`src/rtl/store_rmw_unit_pkg.sv`:
```
// Shared definitions for the store read-modify-write path: size codes,
// FSM states and the timeout counter width.
package store_rmw_unit_pkg;

  typedef enum logic [1:0] {
    SZ_BYTE = 2'b00,
    SZ_HALF = 2'b01,
    SZ_WORD = 2'b10,
    SZ_ILL  = 2'b11
  } size_e;

  typedef enum logic [1:0] {
    IDLE = 2'b00,
    RD   = 2'b01,
    WR   = 2'b10
  } state_e;

  localparam int TIMEOUT_DEF = 16;
  localparam int TO_W        = $clog2(TIMEOUT_DEF + 1);

  function automatic int to_width(input int t);
    return $clog2(t + 1);
  endfunction

  // Illegal size, or a half/word that does not sit on its natural boundary.
  function automatic logic misaligned(input logic [1:0] size, input logic [1:0] lane);
    case (size)
      SZ_BYTE: return 1'b0;
      SZ_HALF: return lane[0];
      SZ_WORD: return |lane;
      default: return 1'b1;
    endcase
  endfunction

endpackage

```
`src/rtl/store_lane_merge.sv`:
```
// Combinational lane merge: drops the truncated store data into its
// little-endian lane of an existing word, keeping the other lanes.
module store_lane_merge
  import store_rmw_unit_pkg::*;
(
  input  logic [31:0] i_old_word,
  input  logic [31:0] i_data,
  input  logic [1:0]  i_size,
  input  logic [1:0]  i_lane,
  output logic [31:0] o_merged
);

  logic [4:0] w_bsh;
  logic [4:0] w_hsh;

  assign w_bsh = {i_lane, 3'b000};
  assign w_hsh = {i_lane[1], 4'b0000};

  always_comb begin
    o_merged = i_old_word;
    case (i_size)
      SZ_BYTE: o_merged[w_bsh +: 8]  = i_data[7:0];
      SZ_HALF: o_merged[w_hsh +: 16] = i_data[15:0];
      SZ_WORD: o_merged              = i_data;
      default: o_merged              = i_old_word;
    endcase
  end

endmodule

```
`src/rtl/store_rmw_unit.sv`:
```
// Store unit for a data memory without byte enables: SB/SH go through a
// read-modify-write, SW writes directly; one request in flight at a time.
module store_rmw_unit
  import store_rmw_unit_pkg::*;
#(
  parameter int ADDR_W  = 32,
  parameter int TIMEOUT = 16
) (
  input  logic              clk,
  input  logic              rst_n,
  input  logic              req_valid,
  output logic              req_ready,
  input  logic [1:0]        req_size,
  input  logic [ADDR_W-1:0] req_addr,
  input  logic [31:0]       req_data,
  output logic [ADDR_W-3:0] mem_addr,
  output logic              mem_rd,
  input  logic [31:0]       mem_rdata,
  input  logic              mem_rvalid,
  output logic              mem_wr,
  output logic [31:0]       mem_wdata,
  input  logic              mem_ack,
  output logic              busy,
  output logic              done,
  output logic              misalign_err,
  output logic              bus_err
);

  localparam int CNT_W = to_width(TIMEOUT);

  state_e            r_state;
  logic [CNT_W-1:0]  r_cnt;
  logic [ADDR_W-3:0] r_addr;
  logic [1:0]        r_size;
  logic [1:0]        r_lane;
  logic [31:0]       r_data;
  logic [31:0]       r_wdata;
  logic              r_done;
  logic              r_mis;
  logic              r_berr;

  logic              w_accept;
  logic              w_bad;
  logic              w_last;
  logic [31:0]       w_merged;

  assign w_accept = req_valid && (r_state == IDLE);
  assign w_bad    = misaligned(req_size, req_addr[1:0]);
  // Last allowed wait cycle; a response in this same cycle still wins.
  assign w_last   = (r_cnt == CNT_W'(TIMEOUT - 1));

  store_lane_merge u_merge (
    .i_old_word (mem_rdata),
    .i_data     (r_data),
    .i_size     (r_size),
    .i_lane     (r_lane),
    .o_merged   (w_merged)
  );

  always_ff @(posedge clk or negedge rst_n) begin
    if (!rst_n) begin
      r_state <= IDLE;
      r_cnt   <= '0;
      r_addr  <= '0;
      r_size  <= 2'b00;
      r_lane  <= 2'b00;
      r_data  <= '0;
      r_wdata <= '0;
      r_done  <= 1'b0;
      r_mis   <= 1'b0;
      r_berr  <= 1'b0;
    end else begin
      r_done <= 1'b0;
      r_mis  <= 1'b0;
      r_berr <= 1'b0;
      case (r_state)
        IDLE: begin
          r_cnt <= '0;
          if (w_accept) begin
            r_addr <= req_addr[ADDR_W-1:2];
            r_size <= req_size;
            r_lane <= req_addr[1:0];
            r_data <= req_data;
            if (w_bad) begin
              r_mis <= 1'b1;
            end else if (req_size == SZ_WORD) begin
              r_wdata <= req_data;
              r_state <= WR;
            end else begin
              r_state <= RD;
            end
          end
        end
        RD: begin
          if (mem_rvalid) begin
            r_wdata <= w_merged;
            r_cnt   <= '0;
            r_state <= WR;
          end else if (w_last) begin
            r_berr  <= 1'b1;
            r_cnt   <= '0;
            r_state <= IDLE;
          end else begin
            r_cnt <= r_cnt + 1'b1;
          end
        end
        WR: begin
          if (mem_ack) begin
            r_done  <= 1'b1;
            r_cnt   <= '0;
            r_state <= IDLE;
          end else if (w_last) begin
            r_berr  <= 1'b1;
            r_cnt   <= '0;
            r_state <= IDLE;
          end else begin
            r_cnt <= r_cnt + 1'b1;
          end
        end
        default: begin
          r_cnt   <= '0;
          r_state <= IDLE;
        end
      endcase
    end
  end

  // Strobes decode straight from the state register so an async reset
  // drops them at once.
  assign req_ready    = (r_state == IDLE);
  assign busy         = (r_state != IDLE);
  assign mem_rd       = (r_state == RD);
  assign mem_wr       = (r_state == WR);
  assign mem_addr     = r_addr;
  assign mem_wdata    = r_wdata;
  assign done         = r_done;
  assign misalign_err = r_mis;
  assign bus_err      = r_berr;

endmodule

```
`config.mk`:
```
export PLATFORM = sky130hd
export DESIGN_NAME = store_rmw_unit
export DESIGN_NICKNAME = d
export VERILOG_FILES = /design/src/rtl/store_rmw_unit_pkg.sv /design/src/rtl/store_lane_merge.sv /design/src/rtl/store_rmw_unit.sv
export SDC_FILE = /design/constraint.sdc
export NUM_CORES = 1
export LEC_CHECK = 0
export CORE_UTILIZATION = 52
export DETAILED_ROUTE_END_ITERATION = 10
export PLACE_DENSITY = 0.86
export SYNTH_ARGS = -nofsm -noshare
export SYNTH_HDL_FRONTEND = slang
export SYNTH_SLANG_ARGS = --single-unit
```
`constraint.sdc`:
```
create_clock -name clk -period 4.4 [get_ports clk]
set_input_delay 1.1 -clock clk [delete_from_list [all_inputs] [get_ports clk]]
set_output_delay 1.1 -clock clk [all_outputs]
set_load 0.02 [all_outputs]
```
### Word level (Yosys, flattened, before mapping)

Index checks and enable logic that the tools add are counted.

| cells by class | value |
|---|---|
| $add $sub $neg | 3 |
| eq/ne operators | 11 |
| shifts and indexed selects | 4 |
| mux-type cells | 29 |
| reductions and logical operators | 10 |

Operators by type and width:

| kind | number |
|---|---|
| 32-bit 2-to-1 mux | 4 |
| 32-bit case mux with 3 select lines | 1 |
| 32-bit bitwise mux | 2 |
| 32-bit case mux with 2 select lines | 1 |
| 16-bit by 7-bit variable shift with 32-bit output (first input constant) | 1 |
| 8-bit by 7-bit variable shift with 32-bit output (first input constant) | 1 |
| 16-bit by 7-bit indexed part select with 32-bit output | 1 |
| 8-bit by 7-bit indexed part select with 32-bit output | 1 |
| 5-bit 2-to-1 mux | 3 |
| 5-bit negator with 7-bit output | 2 |
| 2-bit 2-to-1 mux | 6 |
| 5-bit case mux with 2 select lines | 1 |
| 1-bit 2-to-1 mux | 8 |
| 2-bit by 1-bit == test with 1-bit output (second input constant) | 3 |
| 2-bit == test (second input constant) | 3 |
| 2-bit logical NOT | 3 |
| 2-bit by 1-bit != test with 1-bit output (second input constant) | 3 |
| 2-bit case mux with 3 select lines | 1 |
| 5-bit by 1-bit adder with 5-bit output (second input constant) | 1 |
| 5-bit by 4-bit == test with 1-bit output (second input constant) | 1 |
| 5-bit AND reduction | 1 |
| 2-bit AND reduction | 2 |
| 2-bit nonzero test | 2 |
| 1-bit case mux with 3 select lines | 1 |
| other kinds (4) | 4 |

| word-level totals | value |
|---|---|
| bits in registers | 108 |
| input port bits | 103 |
| output and inout port bits | 69 |
| logic and storage cells | 67 |

### Logic depth before layout (Yosys ltp)

| logic depth | value |
|---|---|
| depth in word-level cells | 6 |
| depth in mapped cells | 11 |
| mapped depth without buffers | 7 |

### Cells and area by module

Synthesis repeated with hierarchy kept, for this count alone.

| second synthesis, totals | value |
|---|---|
| cells, all modules | 481 |
| area, all modules | 5972.0 um^2 |

By module, submodules not included:

| module | instances | cells each | area an instance (um^2) | sequential area each (um^2) |
|---|---|---|---|---|
| store_rmw_unit | 1 | 299 | 4677.0 | 2702.6 |
| store_lane_merge | 1 | 182 | 1295.0 | 0.0 |

### Least setup slack after synthesis

Ideal clock, no wire load.

| path | value |
|---|---|
| path type | reg2reg |
| from | register r_lane[1] |
| to | register r_wdata[24] (netlist: mem_wdata[24]) |
| library setup time | 0.125 ns |
| arrival | 2.378 ns |
| required time | 4.275 ns |
| path slack | 1.897 ns |
| cell stages (with the launch flop) | 11 |
| path buffers | 4 |
| clock period less this slack | 2.503 ns |
| path through | dfrtp_1 -> clkbuf_1 -> clkbuf_1 -> inv_1 -> ha_1 -> clkbuf_1 -> buf_2 -> o32ai_1 -> a221oi_1 -> o2bb2ai_1 -> mux2_4 |

| on the way | value |
|---|---|
| cells in the longest elaborated chain, start to end | 6 |
| elaborated cells between the ends (all ways) | 11 |
| classes of those cells | add/sub: 2; shift: 4; mux: 5 |

RTL lines:

| item | line | text |
|---|---|---|
| from (decl) | store_rmw_unit.sv:35 | `logic [1:0] r_lane;` |
| from (signal assigned) | store_rmw_unit.sv:82 | `r_lane <= req_addr[1:0];` |
| 5-bit negator with 7-bit output, on equally long branches | store_lane_merge.sv:23, store_lane_merge.sv:22 |  |
| 16-bit by 7-bit indexed part select with 32-bit output (tied with other cells) | store_lane_merge.sv:23 | `SZ_HALF: o_merged[w_hsh +: 16] = i_data[15:0];` |
| 32-bit bitwise mux, on equally long branches | store_lane_merge.sv:23, store_lane_merge.sv:22 |  |
| 32-bit case mux with 3 select lines (*) | store_lane_merge.sv:21 | `case (i_size)` |
| 32-bit 2-to-1 mux (*) | store_rmw_unit.sv:95 | `if (mem_rvalid) begin` |
| 32-bit case mux with 2 select lines (*) | store_rmw_unit.sv:76 | `case (r_state)` |
| to (signal assigned) | store_rmw_unit.sv:87 | `r_wdata <= req_data;` |
| to (signal assigned) | store_rmw_unit.sv:96 | `r_wdata <= w_merged;` |
| to (decl) | store_rmw_unit.sv:37 | `logic [31:0] r_wdata;` |

Mark *: on every way between the ends. The rest lies on a longest branch, timed or not. The select of a mux whose other input is x is not followed.
A chain may end at the register's enable or synchronous reset.

### Final worst setup path

| path | value |
|---|---|
| from | input port req_size[0] |
| to | register r_wdata[23] (netlist: mem_wdata[23]) |

| on the way | value |
|---|---|
| cells in the longest elaborated chain, start to end | 4 |
| elaborated cells between the ends (all ways) | 7 |
| classes of those cells | eq/ne: 4; mux: 1; reduce/logical: 2 |

RTL lines:

| item | line | text |
|---|---|---|
| from (decl) | store_rmw_unit.sv:13 | `input logic [1:0] req_size,` |
| 2-bit == test (tied with other cells) | store_rmw_unit_pkg.sv:27, store_rmw_unit.sv:86 |  |
| 1-bit case mux with 3 select lines | store_rmw_unit_pkg.sv:27 | `case (size)` |
| 2-bit != test (no source line) | - |  |
| 5-bit AND reduction (no source line) (*) | - |  |

Mark *: on every way between the ends. The rest lies on a longest branch, timed or not.

==> results.txt <==
status = complete, no violations
Leak Pwr = 3.322 nW
setup TNS = 0 ps
Final ANT Viol Nets = 0
CTS resizes = 0
ANT cells = 0
slack of the critical path = 1157 ps
drt drc = 0
relative slew slack = 22.18%
CP Class = in2reg
clock buffer depth = 2
first-pass GRT wire length = 28.68 mm
Hold Worst Slack = 484.1 ps
critical path endpoint category = flip-flop
synthesized-area fraction occupied by adder cells = 2.042%
first-pass iteration count of the detailed router = 5
drt wl/cell = 19.91 um
Yosys top cell by area = dfrtp_1
critical path launch point type = primary input
Starting DRT DRC Count = 358
final setup fails = 0
Compound-Gate Fraction of Synth Area = 21.63%
clock root buffer master = clkbuf_16
Hold Vio Cnt, Final = 0
share of cells above drive strength 1 = 16.42%
Seq/Total Area, Yosys = 44.11%
largest net degree at the start of global routing = 58
io pins = 172
Post-Syn Area = 0.006127 mm2
clock sinks = 108
synth unique cells = 41
vias in the first global route = 5,715
CTS tree = yes
Syn Nets = 712
# hold bufs at CTS = 0
Worst Path Required = 4640 ps
fmax = 308.3 MHz
HP Class = reg2reg
Power Density = 785.6 mW/mm2
Final min period = 3243 ps
Hold Crit Start = r_cnt[4]
worst hold stages = 1
Post-Place Setup Slack = 800.4 ps
vias per inst = 6.202
Post-DP HPWL = 12.25 mm
crit-path max FO = 34
Max IR drop VDD = 421.4 uV
Clock Skews = 6.007 ps
CTS clk-pin slew, worst paths = 70 ps
reg2reg end = mem_wdata[12]
nets@finish = 853
list of most frequent post-synthesis cells = 108 x dfrtp_1, 74 x mux2_2, 46 x a21oi_1, 46 x nand2_1, 35 x o21ai_0
Mapped Cells = 599
multiplexer share of the synthesized area = 17.28%
initial antenna violation count = 0
Mean Syn Cell Area = 10.23 um2
Final Wtd Congestion = 0.8823
GRT overflow = 0
Worst Reg2Reg Path Length in Cells = 5
vias = 5,495
Slew Viols, Final = 0
die area = 0.01222 mm2
Tot Pwr = 6.401 mW
RSZ-0062 raised after global routing = false
top-area cell type share of the netlist area = 44.11%
Post-synth ARST share = 100.0%
Final Cycle Share = 73.71%
core area = 0.01147 mm2
max-cap violations = 0
postcts setup bufs = 0
DIE WIDTH = 110.6 um
GRT Total Usage = 29.56%
CP arrival = 3490 ps
count leader, synth = dfrtp_1
Total Wirelength = 17.64 mm
simple-gate share of the synthesized area = 9.006%
YS warnings = 0
worst reg-to-reg setup slack = 1790 ps
largest family of logic cells by synthesized area = compound AO/OA/AOI/OAI gates
dominant cells by area after synthesis = dfrtp_1 44%, mux2_2 14%, a21oi_1 3.8%
Area Overhead vs Synth = 32.98%
count of buffers from port buffering = 171
CTS buffer count = 9
Synth Flop Type = dfrtp_1
Die Ht = 110.6 um
# rows = 39
flops & latches, synth = 108
htree depth = 3
FF-to-FF Start = r_size[0]
EDFF count, synth = 0
hold endpoint = bus_err
Post-Synth XOR/XNOR Area = 0.2859%
Slew @ Worst Pin = 1163 ps
initial core utilization = 53.43%
Clock Latency Late Sink = 360 ps
## per-layer routing
metal  up-vias  GRT usage, %  share of wire [%]
met5         -             0                  0
met4         0         13.07                2.8
met3        43         8.397                9.3
met2       304         48.53                 49
met1      2672         36.21                 39
li1       2476             -                  -
## how the worst max path moves through the flow
stage / from / end / slack [ps] / depth (start not counted)
floorplan: r_lane[1] / mem_wdata[24] / 1900 / 10
global placement: req_size[0] / mem_wdata[16] / 950 / 7
detailed placement: req_size[0] / mem_wdata[23] / 800 / 7
CTS: req_size[0] / mem_wdata[23] / 1180 / 7
global route: req_size[0] / mem_wdata[17] / 1020 / 7
finish: req_size[0] / mem_wdata[23] / 1160 / 7
## worst max-delay path, stage by stage
cell and delay, ps:
clkdlybuf4s50_1 500, or4b_1 580, o211ai_2 150, nand4b_4 460
buf_4 410, a21oi_1 170, a21oi_1 90
## power breakdown
part           switching, mW  internal [mW]  total (mW)
logic                   1.95           1.73        3.68
registers              0.426           1.48        1.90
clock network          0.370          0.451       0.821
## final cells by class
type,instances,area [um2]
Inverter,26,97.59
Tap cell,143,178.9
Clock inverter,4,51.30
Multi-Input combinational cell,414,3080
Sequential cell,108,2704
Clock buffer,10,239.0
Fill cell,844,3319
Timing Repair Buffer,181,1797
## cells by family after synthesis
logic type                 count (synthesis)
AOI/OAI and AO/OA                        198
and+or+nand+nor                          115
DFF                                      108
muxes                                     89
buffers and inverters                     77
adders and majority gates                 10
xor gates and xnor gates                   2
## flip-flops by register name (all words and copies together) (netlist names)
signal and count:
r_size 2, mem_addr 30, mem_wdata 32, r_cnt 5, misalign_err 1, bus_err 1, r_data 32, done 1
r_lane 2, r_state 2
## per-stage QoR
stage	cell area, um2	cells	util [%]
after global routing	8148	886	71.05
after CTS	8148	886	71.05
after floorplan	6127	599	-
final	8148	886	71.05
after global placement	7858	872	68.52
after detailed placement	7858	872	68.52
## cells in the final DEF (no fill, tap or decap), types with 2 or more instances in the layout
cell type          n
a21o_1             2
a21oi_1           46
a221oi_1          23
a311oi_1           8
a41oi_1            8
buf_4             10
clkbuf_16          9
clkdlybuf4s50_1  170
dfrtp_1          107
ha_1              10
inv_1             25
mux2_2            74
mux2_4            15
nand2_1           45
nand3_1           10
nor2_1            27
nor2b_1           19
nor3_1             4
o211ai_1           8
o21a_1            15
o21ai_0           35
o21ai_1            8
o22ai_1           18
o2bb2ai_1         15
o31ai_1            3
o32ai_1            7
or2_2              2
(Power assumes the default switching activity.)
